### config.mk
export PLATFORM = sky130hd
export DESIGN_NAME = tm_step_sequencer
export DESIGN_NICKNAME = d
export VERILOG_FILES = /design/src/rtl/tm_step_sequencer.sv
export SDC_FILE = /design/constraint.sdc
export NUM_CORES = 1
export LEC_CHECK = 0
export CORE_MARGIN = 5
export CORE_UTILIZATION = 40
export CTS_CLUSTER_DIAMETER = 200
export DETAILED_ROUTE_END_ITERATION = 10
export PLACE_DENSITY = 0.65
export SYNTH_ARGS = -nofsm -noshare
export SYNTH_HDL_FRONTEND = slang
export SYNTH_SLANG_ARGS = --single-unit
export TNS_END_PERCENT = 50
### constraint.sdc
create_clock -name clk_i -period 2.9 [get_ports clk_i]
set_input_delay 0.58 -clock clk_i [delete_from_list [all_inputs] [get_ports clk_i]]
set_output_delay 0.58 -clock clk_i [all_outputs]
set_load 0.005 [all_outputs]
### src/rtl/tm_step_sequencer.sv
// Next/Done handshake sequencer for TuringMachine: loads state table and tape, then steps it.
// Optional STEP_LIMIT_EN adds max_steps_i; reaching it halts the run phase (0 = unlimited).
module tm_step_sequencer #(
    parameter int DW      = 6,
    parameter int PULSE_W = 2,
    parameter int PERIOD  = 16,
    parameter int CW      = 16
) (
    input  logic          clk_i,
    input  logic          rst_ni,
    input  logic          clear_i,
    input  logic          cmd_valid_i,
    output logic          cmd_ready_o,
    input  logic [DW-1:0] cmd_data_i,
    input  logic          cmd_last_i,
    input  logic          run_i,
    input  logic          step_i,
    input  logic          compute_done_i,
`ifdef STEP_LIMIT_EN
    input  logic [CW-1:0] max_steps_i,
`endif
    output logic [DW-1:0] tm_data_o,
    output logic          tm_next_o,
    output logic          tm_done_o,
    output logic          busy_o,
    output logic          halted_o,
    output logic [CW-1:0] step_count_o
);

    localparam int PW_W  = $clog2(PULSE_W) + 1;
    localparam int PER_W = $clog2(PERIOD) + 1;
    localparam logic [PW_W-1:0]  PW_LAST  = PW_W'(PULSE_W - 1);
    localparam logic [PER_W-1:0] PER_LAST = PER_W'(PERIOD - 1);

    typedef enum logic [3:0] {
        LOAD_IDLE = 4'd0,
        LOAD_HI   = 4'd1,
        LOAD_LO   = 4'd2,
        DONE_HI   = 4'd3,
        DONE_LO   = 4'd4,
        RUN_IDLE  = 4'd5,
        RUN_HI    = 4'd6,
        RUN_LO    = 4'd7,
        HALTED    = 4'd8
    } state_t;

    state_t           state_q, state_d;
    logic [PW_W-1:0]  cnt_q, cnt_d;
    logic [PER_W-1:0] per_q, per_d;
    logic [1:0]       phase_q, phase_d;
    logic             last_q, last_d;
    logic             pend_q, pend_d;
    logic [CW-1:0]    sc_q, sc_d;
    logic [DW-1:0]    data_q, data_d;
    logic             next_q, next_d;
    logic             done_q, done_d;
    logic             ready_q, ready_d;
    logic             busy_q, busy_d;
    logic             halted_q, halted_d;
    logic             limit_s;
    logic             pulse_end_s;

`ifdef STEP_LIMIT_EN
    assign limit_s = (max_steps_i != {CW{1'b0}}) && (sc_q == max_steps_i);
`else
    assign limit_s = 1'b0;
`endif

    assign pulse_end_s = (cnt_q == PW_LAST);

    // Next-state, counters and registered-output decode
    always_comb begin
        state_d = state_q;
        cnt_d   = cnt_q;
        phase_d = phase_q;
        last_d  = last_q;
        pend_d  = pend_q;
        sc_d    = sc_q;
        data_d  = data_q;

        // Period counter is held expired while run is low so a rising run steps at once
        if (!run_i) begin
            per_d = PER_LAST;
        end else if (per_q != PER_LAST) begin
            per_d = per_q + PER_W'(1);
        end else begin
            per_d = per_q;
        end

        case (state_q)
            LOAD_IDLE: begin
                if (cmd_valid_i) begin
                    data_d  = cmd_data_i;
                    last_d  = cmd_last_i;
                    cnt_d   = {PW_W{1'b0}};
                    state_d = LOAD_HI;
                end else begin
                    state_d = LOAD_IDLE;
                end
            end
            LOAD_HI, DONE_HI, RUN_HI: begin
                if ((state_q == RUN_HI) && compute_done_i) begin
                    pend_d = 1'b1;
                end else begin
                    pend_d = pend_q;
                end
                if (pulse_end_s) begin
                    cnt_d = {PW_W{1'b0}};
                    case (state_q)
                        LOAD_HI: state_d = LOAD_LO;
                        DONE_HI: state_d = DONE_LO;
                        default: state_d = RUN_LO;
                    endcase
                end else begin
                    cnt_d = cnt_q + PW_W'(1);
                end
            end
            LOAD_LO: begin
                if (pulse_end_s) begin
                    cnt_d   = {PW_W{1'b0}};
                    state_d = last_q ? DONE_HI : LOAD_IDLE;
                end else begin
                    cnt_d = cnt_q + PW_W'(1);
                end
            end
            DONE_LO: begin
                if (pulse_end_s) begin
                    cnt_d   = {PW_W{1'b0}};
                    phase_d = phase_q + 2'd1;
                    state_d = (phase_q == 2'd0) ? LOAD_IDLE : RUN_IDLE;
                end else begin
                    cnt_d = cnt_q + PW_W'(1);
                end
            end
            RUN_LO: begin
                if (pulse_end_s) begin
                    cnt_d   = {PW_W{1'b0}};
                    pend_d  = 1'b0;
                    state_d = (pend_q || compute_done_i) ? HALTED : RUN_IDLE;
                end else begin
                    cnt_d  = cnt_q + PW_W'(1);
                    pend_d = pend_q | compute_done_i;
                end
            end
            RUN_IDLE: begin
                if (compute_done_i || limit_s) begin
                    state_d = HALTED;
                end else if (run_i ? (per_q == PER_LAST) : step_i) begin
                    state_d = RUN_HI;
                    cnt_d   = {PW_W{1'b0}};
                    pend_d  = 1'b0;
                    per_d   = run_i ? {PER_W{1'b0}} : PER_LAST;
                    if (sc_q != {CW{1'b1}}) begin
                        sc_d = sc_q + CW'(1);
                    end else begin
                        sc_d = sc_q;
                    end
                end else begin
                    state_d = RUN_IDLE;
                end
            end
            HALTED: begin
                state_d = HALTED;
            end
            default: begin
                state_d = LOAD_IDLE;
            end
        endcase

        if (clear_i) begin
            state_d = LOAD_IDLE;
            cnt_d   = {PW_W{1'b0}};
            per_d   = PER_LAST;
            phase_d = 2'd0;
            last_d  = 1'b0;
            pend_d  = 1'b0;
            sc_d    = {CW{1'b0}};
            data_d  = {DW{1'b0}};
        end else begin
            phase_d = phase_d;
        end

        next_d   = (state_d == LOAD_HI) || (state_d == RUN_HI);
        done_d   = (state_d == DONE_HI);
        ready_d  = (state_d == LOAD_IDLE);
        busy_d   = (state_d == LOAD_HI) || (state_d == LOAD_LO) || (state_d == DONE_HI) ||
                   (state_d == DONE_LO) || (state_d == RUN_HI) || (state_d == RUN_LO);
        halted_d = (state_d == HALTED);
    end

    // State and output registers
    always_ff @(posedge clk_i or negedge rst_ni) begin
        if (!rst_ni) begin
            state_q  <= LOAD_IDLE;
            cnt_q    <= {PW_W{1'b0}};
            per_q    <= PER_LAST;
            phase_q  <= 2'd0;
            last_q   <= 1'b0;
            pend_q   <= 1'b0;
            sc_q     <= {CW{1'b0}};
            data_q   <= {DW{1'b0}};
            next_q   <= 1'b0;
            done_q   <= 1'b0;
            ready_q  <= 1'b1;
            busy_q   <= 1'b0;
            halted_q <= 1'b0;
        end else begin
            state_q  <= state_d;
            cnt_q    <= cnt_d;
            per_q    <= per_d;
            phase_q  <= phase_d;
            last_q   <= last_d;
            pend_q   <= pend_d;
            sc_q     <= sc_d;
            data_q   <= data_d;
            next_q   <= next_d;
            done_q   <= done_d;
            ready_q  <= ready_d;
            busy_q   <= busy_d;
            halted_q <= halted_d;
        end
    end

    assign cmd_ready_o  = ready_q;
    assign tm_data_o    = data_q;
    assign tm_next_o    = next_q;
    assign tm_done_o    = done_q;
    assign busy_o       = busy_q;
    assign halted_o     = halted_q;
    assign step_count_o = sc_q;

endmodule
== After elaboration in Yosys (flattened, before gate mapping) ==
Index checks and enable logic that the tools add are counted.
Widths: inputs -> output; s select.
Operators by class
  add/sub/neg operators: 4
  multipliers: 0
  div/mod/pow operators: 0
  $lt $le $gt $ge: 0
  equal/unequal tests: 24
  shift-type cells: 0
  mux-type cells: 47
  bitwise operators: 1
  reduce and logical (&&, ||, !) cells: 27
Operators with widths (count)
  $mux 16: 5
  $mux 4: 8
  $mux 5: 6
  $eq 4x3->1 const B: 7
  $pmux 4 s7: 1
  $mux 2: 10
  $mux 6: 3
  $add 16x1->16 const B: 1
  $eq 4x2->1 const B: 4
  $ne 16x16->1 const B: 1
  $reduce_bool 2->1: 7
  $ne 3x3->1 const B: 4
  $reduce_and 4->1: 3
  $mux 1: 10
  $eq 4x1->1 const B: 2
  $eq 4x4->1 const B: 2
  $logic_not 4->1: 2
  $reduce_bool 4->1: 2
  $logic_or 1x1->1: 7
  $pmux 2 s3: 1
  $pmux 3 s2: 1
  $reduce_or 6->1: 1
  $add 5x1->5 const B: 1
  $eq 5x4->1 const B: 1
  11 further kinds: 13
Word-level totals
  bits in registers: 42
  latch bits: 0
  memory bits (writable): 0
  ROM bits: 0
  input port bits: 14
  output and inout bits: 27
  word-level logic and storage cells: 116
  memories kept: 0

== Logic depth before layout (Yosys ltp) ==
  depth in word-level cells: 12
  depth in mapped cells: 9
  depth with buffers taken out: 7

== Worst setup path after synthesis ==
Ideal clock, no wire load.
  kind: register to register
  start point: register per_q[0]
  end point: register sc_q[10], in the netlist step_count_o[10]
  setup time: 0.078 ns
  arrival time: 2.381 ns
  data required time: 2.822 ns
  path slack: 0.441 ns
  cell stages (with the launch flop): 10
  path buffers: 3
  period minus slack after synthesis: 2.459 ns
  cells stage by stage: dfstp_2 ha_1 and4b_1 buf_4 a21oi_1 buf_2 or4b_1 clkbuf_1 or3_1 a21oi_1
On the way
  word-level cells in the longest chain between the ends: 4
RTL lines
  start: declaration: line 49  | logic [PER_W-1:0] per_q, per_d;
  start signal: assignment: line 210  | per_q <= per_d;
  $eq 5x4->1: line 148  | end else if (run_i ? (per_q == PER_LAST) : step_i) begin
  $mux 1: line 148
  $reduce_bool 2->1 (no source line)
  $reduce_and 4->1 (no source line)
  end signal: assignment: line 200  | sc_q <= {CW{1'b0}};
  end: declaration: line 53  | logic [CW-1:0] sc_q, sc_d;
Every way passes these cells.
A chain may end at the register's enable or synchronous reset.

== Final worst setup path ==
  start point: input compute_done_i
  end point: register sc_q[13], in the netlist step_count_o[13]
On the way
  word-level cells in the longest chain between the ends: 2
RTL lines
  start: declaration: line 18  | input logic compute_done_i,
  $ne 2x2->1 (no source line)
  $reduce_and 4->1 (no source line)
Every way passes these cells.

==> results.ini <==
[setup_path]
r2r_setup_slack_ns = 0.36
slowest_delay_ns = 0.66
start_kind = primary input
critPathKind = in -> reg
path_cells = clkdlybuf4s50_1 > or3_4 > or4b_1 > or4_1 > a21oi_1
endpoint_kind = flop
cp.required_ns = 3.12
path_max_fanout = 9
arrival_ns = 2.80
cp_slowest_cell = or4b_1

[route]
drt-initial-drc-count = 125
drcViolationCount = 0
drt_wl_total_um = 4950
viasPerCell = 5.281
ant_nets = 0
vias = 1843
firstDrtPassIters = 4
wl_per_cell_um = 14.18

[power]
ir_worst_vdd_v = 0.0004131
p_int_w = 0.001066
p_sw_share_pct = 27.86
finalPower_w = 0.001478
combPwrFrac_pct = 24.6
power_switching_w = 0.0004117
p_leak_nw = 1.215
powerDensity_nw_per_um2 = 513.5
clock_power_share_pct = 30.6
seqPwrFrac_pct = 44.8

[sta]
tns_ns = 0
period_minus_slack_ns = 2.582
tightest_slew_ns = 0.9189
skew_ns = 0.005595
min_period_over_period_pct = 89.03
hold_ws_ns = 0.4114
relSlewSlack_pct = 38.74
rsz0062_at_grt = no
fmax_mhz = 387.3
timing.final.hold_violations = 0
drv_slew = 0
setup_violations = 0

[global_routing]
first_global_vias = 1909
antenna_found_initial = 0
grt_max_degree = 43
track_usage_pct = 14.80
grt_pass1_wl_um = 8728
grt_remaining_overflow = 0

[die]
dieArea_um2 = 7231
initial_utilization_pct = 41.15
coreArea_um2 = 5473
die_w_um = 85.04
die_h_um = 85.04
ioPinCount = 41
placementRows = 27

[placement]
dpl_cell_area_um2 = 2769
port_buffers = 40
gp_congestion = 0.8608
hpwlAfterDp_um = 3499
place_inst = 341

[yosys]
yosysUniqueCellTypes = 53
yosys.area.top_type = dfrtp_1
yosysWarnings = 0
yosys.area_share.simple_pct = 24.67
synthesis.nets = 247
synth_seq_cells = 42
synthDominantCellAreaShare_pct = 41.11
synth_edf_count = 0
syn_area_per_cell_um2 = 9.792
synthFlopType = dfrtp_1
ys_seq_area_share_pct = 46.94
synth_xor_area_share_pct = 3.889
synthArstFlopShare_pct = 100.0
netlist_area_um2 = 2252
synth_most_common_cell = dfrtp_1
muxShareOfSynthArea_pct = 4.944
synth_top_family_by_area = simple AND/OR/NAND/NOR gates
netlist_top_cells_count = dfrtp_1 (37), nor2_1 (32), a21oi_1 (13), mux2i_1 (10), clkbuf_1 (9)
synth.area.top_cells = dfrtp_1 (41%), dfstp_2 (5.8%), nor2_1 (5.3%)
synthAdderAreaFrac_pct = 1.667
synthCells = 230
synth_compound_area_share_pct = 13.94

[clock_tree]
cts_setup_buffers = 0
clkTransAtPathRegs_ns = 0.08
cts_buffers = 5
cts_hold_buf = 0
root_buffer = clkbuf_8
cts_tree = built
cts_sinks = 42
htreeDepth = 2
ctsResizeCount = 0
clock_latency_ns = 0.29
cts_buffer_depth = 2

[final_layout]
areaGrowthSynthToFinish_pct = 27.78
instances_no_fill = 349
final_area_um2 = 2878
fin_nets = 293
diodes = 0
drive_above_1_share_pct = 12.27

[run_status]
status = finished, final reports clean

[flow_run]
cap_violations = 0

[hold_path]
hold_path.class = in -> async

==> stage by stage <==
stage / util (%) / setup WS (ns)
CTS: 52.58 / 0.3472
floorplan: - / 0.4411
global placement: 50.59 / 0.07508
global route: 52.58 / 0.2377
finish: 52.58 / 0.3181
detailed placement: 50.59 / 0.04563
==> placed cells by master, fill, tap and decap left out, drive strengths merged, types with 5 or more instances in the layout <==
cell	count
clkdlybuf4s50	39
dfrtp	37
nor2	32
buf	14
a21oi	13
mux2i	10
or3	8
nor4	7
nor3	7
nand3	7
xnor2	7
inv	6
nand2	6
o21ai	6
nor2b	5
nand4	5
clkbuf	5
dfstp	5
==> per-layer routing <==
metal | share of wire (%) | global-route usage (%) | up-vias
met4 | 1.8 | 6.475 | 0
met2 | 46 | 23.94 | 27
li1 | - | - | 937
met1 | 49 | 18.67 | 873
met5 | 0 | 0 | -
met3 | 3.6 | 3.689 | 6
==> cell families (layout without fill, tap and decap cells) <==
kind of cell | count (synthesis) | in the layout
buffers and inverters | 20 | 67
flip-flops | 42 | 42
AO/OA/AOI/OAI | 46 | 46
AND/OR/NAND/NOR | 98 | 98
adder cells (fa/ha/maj) | 3 | 3
multiplexers | 11 | 11
XOR/XNOR | 10 | 10
==> final cells by class <==
cell class | instances | area (um^2)
Fill cell | 534 | 2595
Tap cell | 72 | 90.09
Clock inverter | 3 | 40.04
Sequential cell | 42 | 1057
Multi-Input combinational cell | 168 | 1106
Inverter | 6 | 22.52
Clock buffer | 5 | 68.82
Timing Repair Buffer | 53 | 493.0
==> sequential cells by signal, indices dropped and copies added, names as in the netlist <==
signal	cells
step_count_o	16
tm_data_o	6
per_q	5
state_q	4
cnt_q	2
phase_q	2
busy_o	1
cmd_ready_o	1
halted_o	1
last_q	1
pend_q	1
tm_done_o	1
tm_next_o	1
==> power groups by stage <==
stage          logic [W]  clock network [W]  registers [W]
5_1_grt         0.000411           0.000489       0.000667
3_5_place_dp    0.000364                  0       0.000674
2_1_floorplan   0.000247                  0       0.000667
4_1_cts         0.000366           0.000467       0.000663
6_report        0.000363           0.000452       0.000662
3_3_place_gp    0.000362                  0       0.000671
==> worst max-delay path, delay by kind of cell <==
family | cells | cell delay [ns]
simple gates | 3 | 1.61
buf+inv | 1 | 0.46
compound gates | 1 | 0.16
==> final timing paths <==
check / to / startpoint / cells after the start
min reg2reg: per_q[4] / per_q[4] / 2
max in group asynchronous: busy_o / rst_ni / 1
max: step_count_o[13] / compute_done_i / 5
max reg2reg: step_count_o[13] / per_q[0] / 6
min: tm_data_o[2] / rst_ni / 1
min in group clk_i: per_q[4] / per_q[4] / 2
Power figures use the tool's default switching activity.
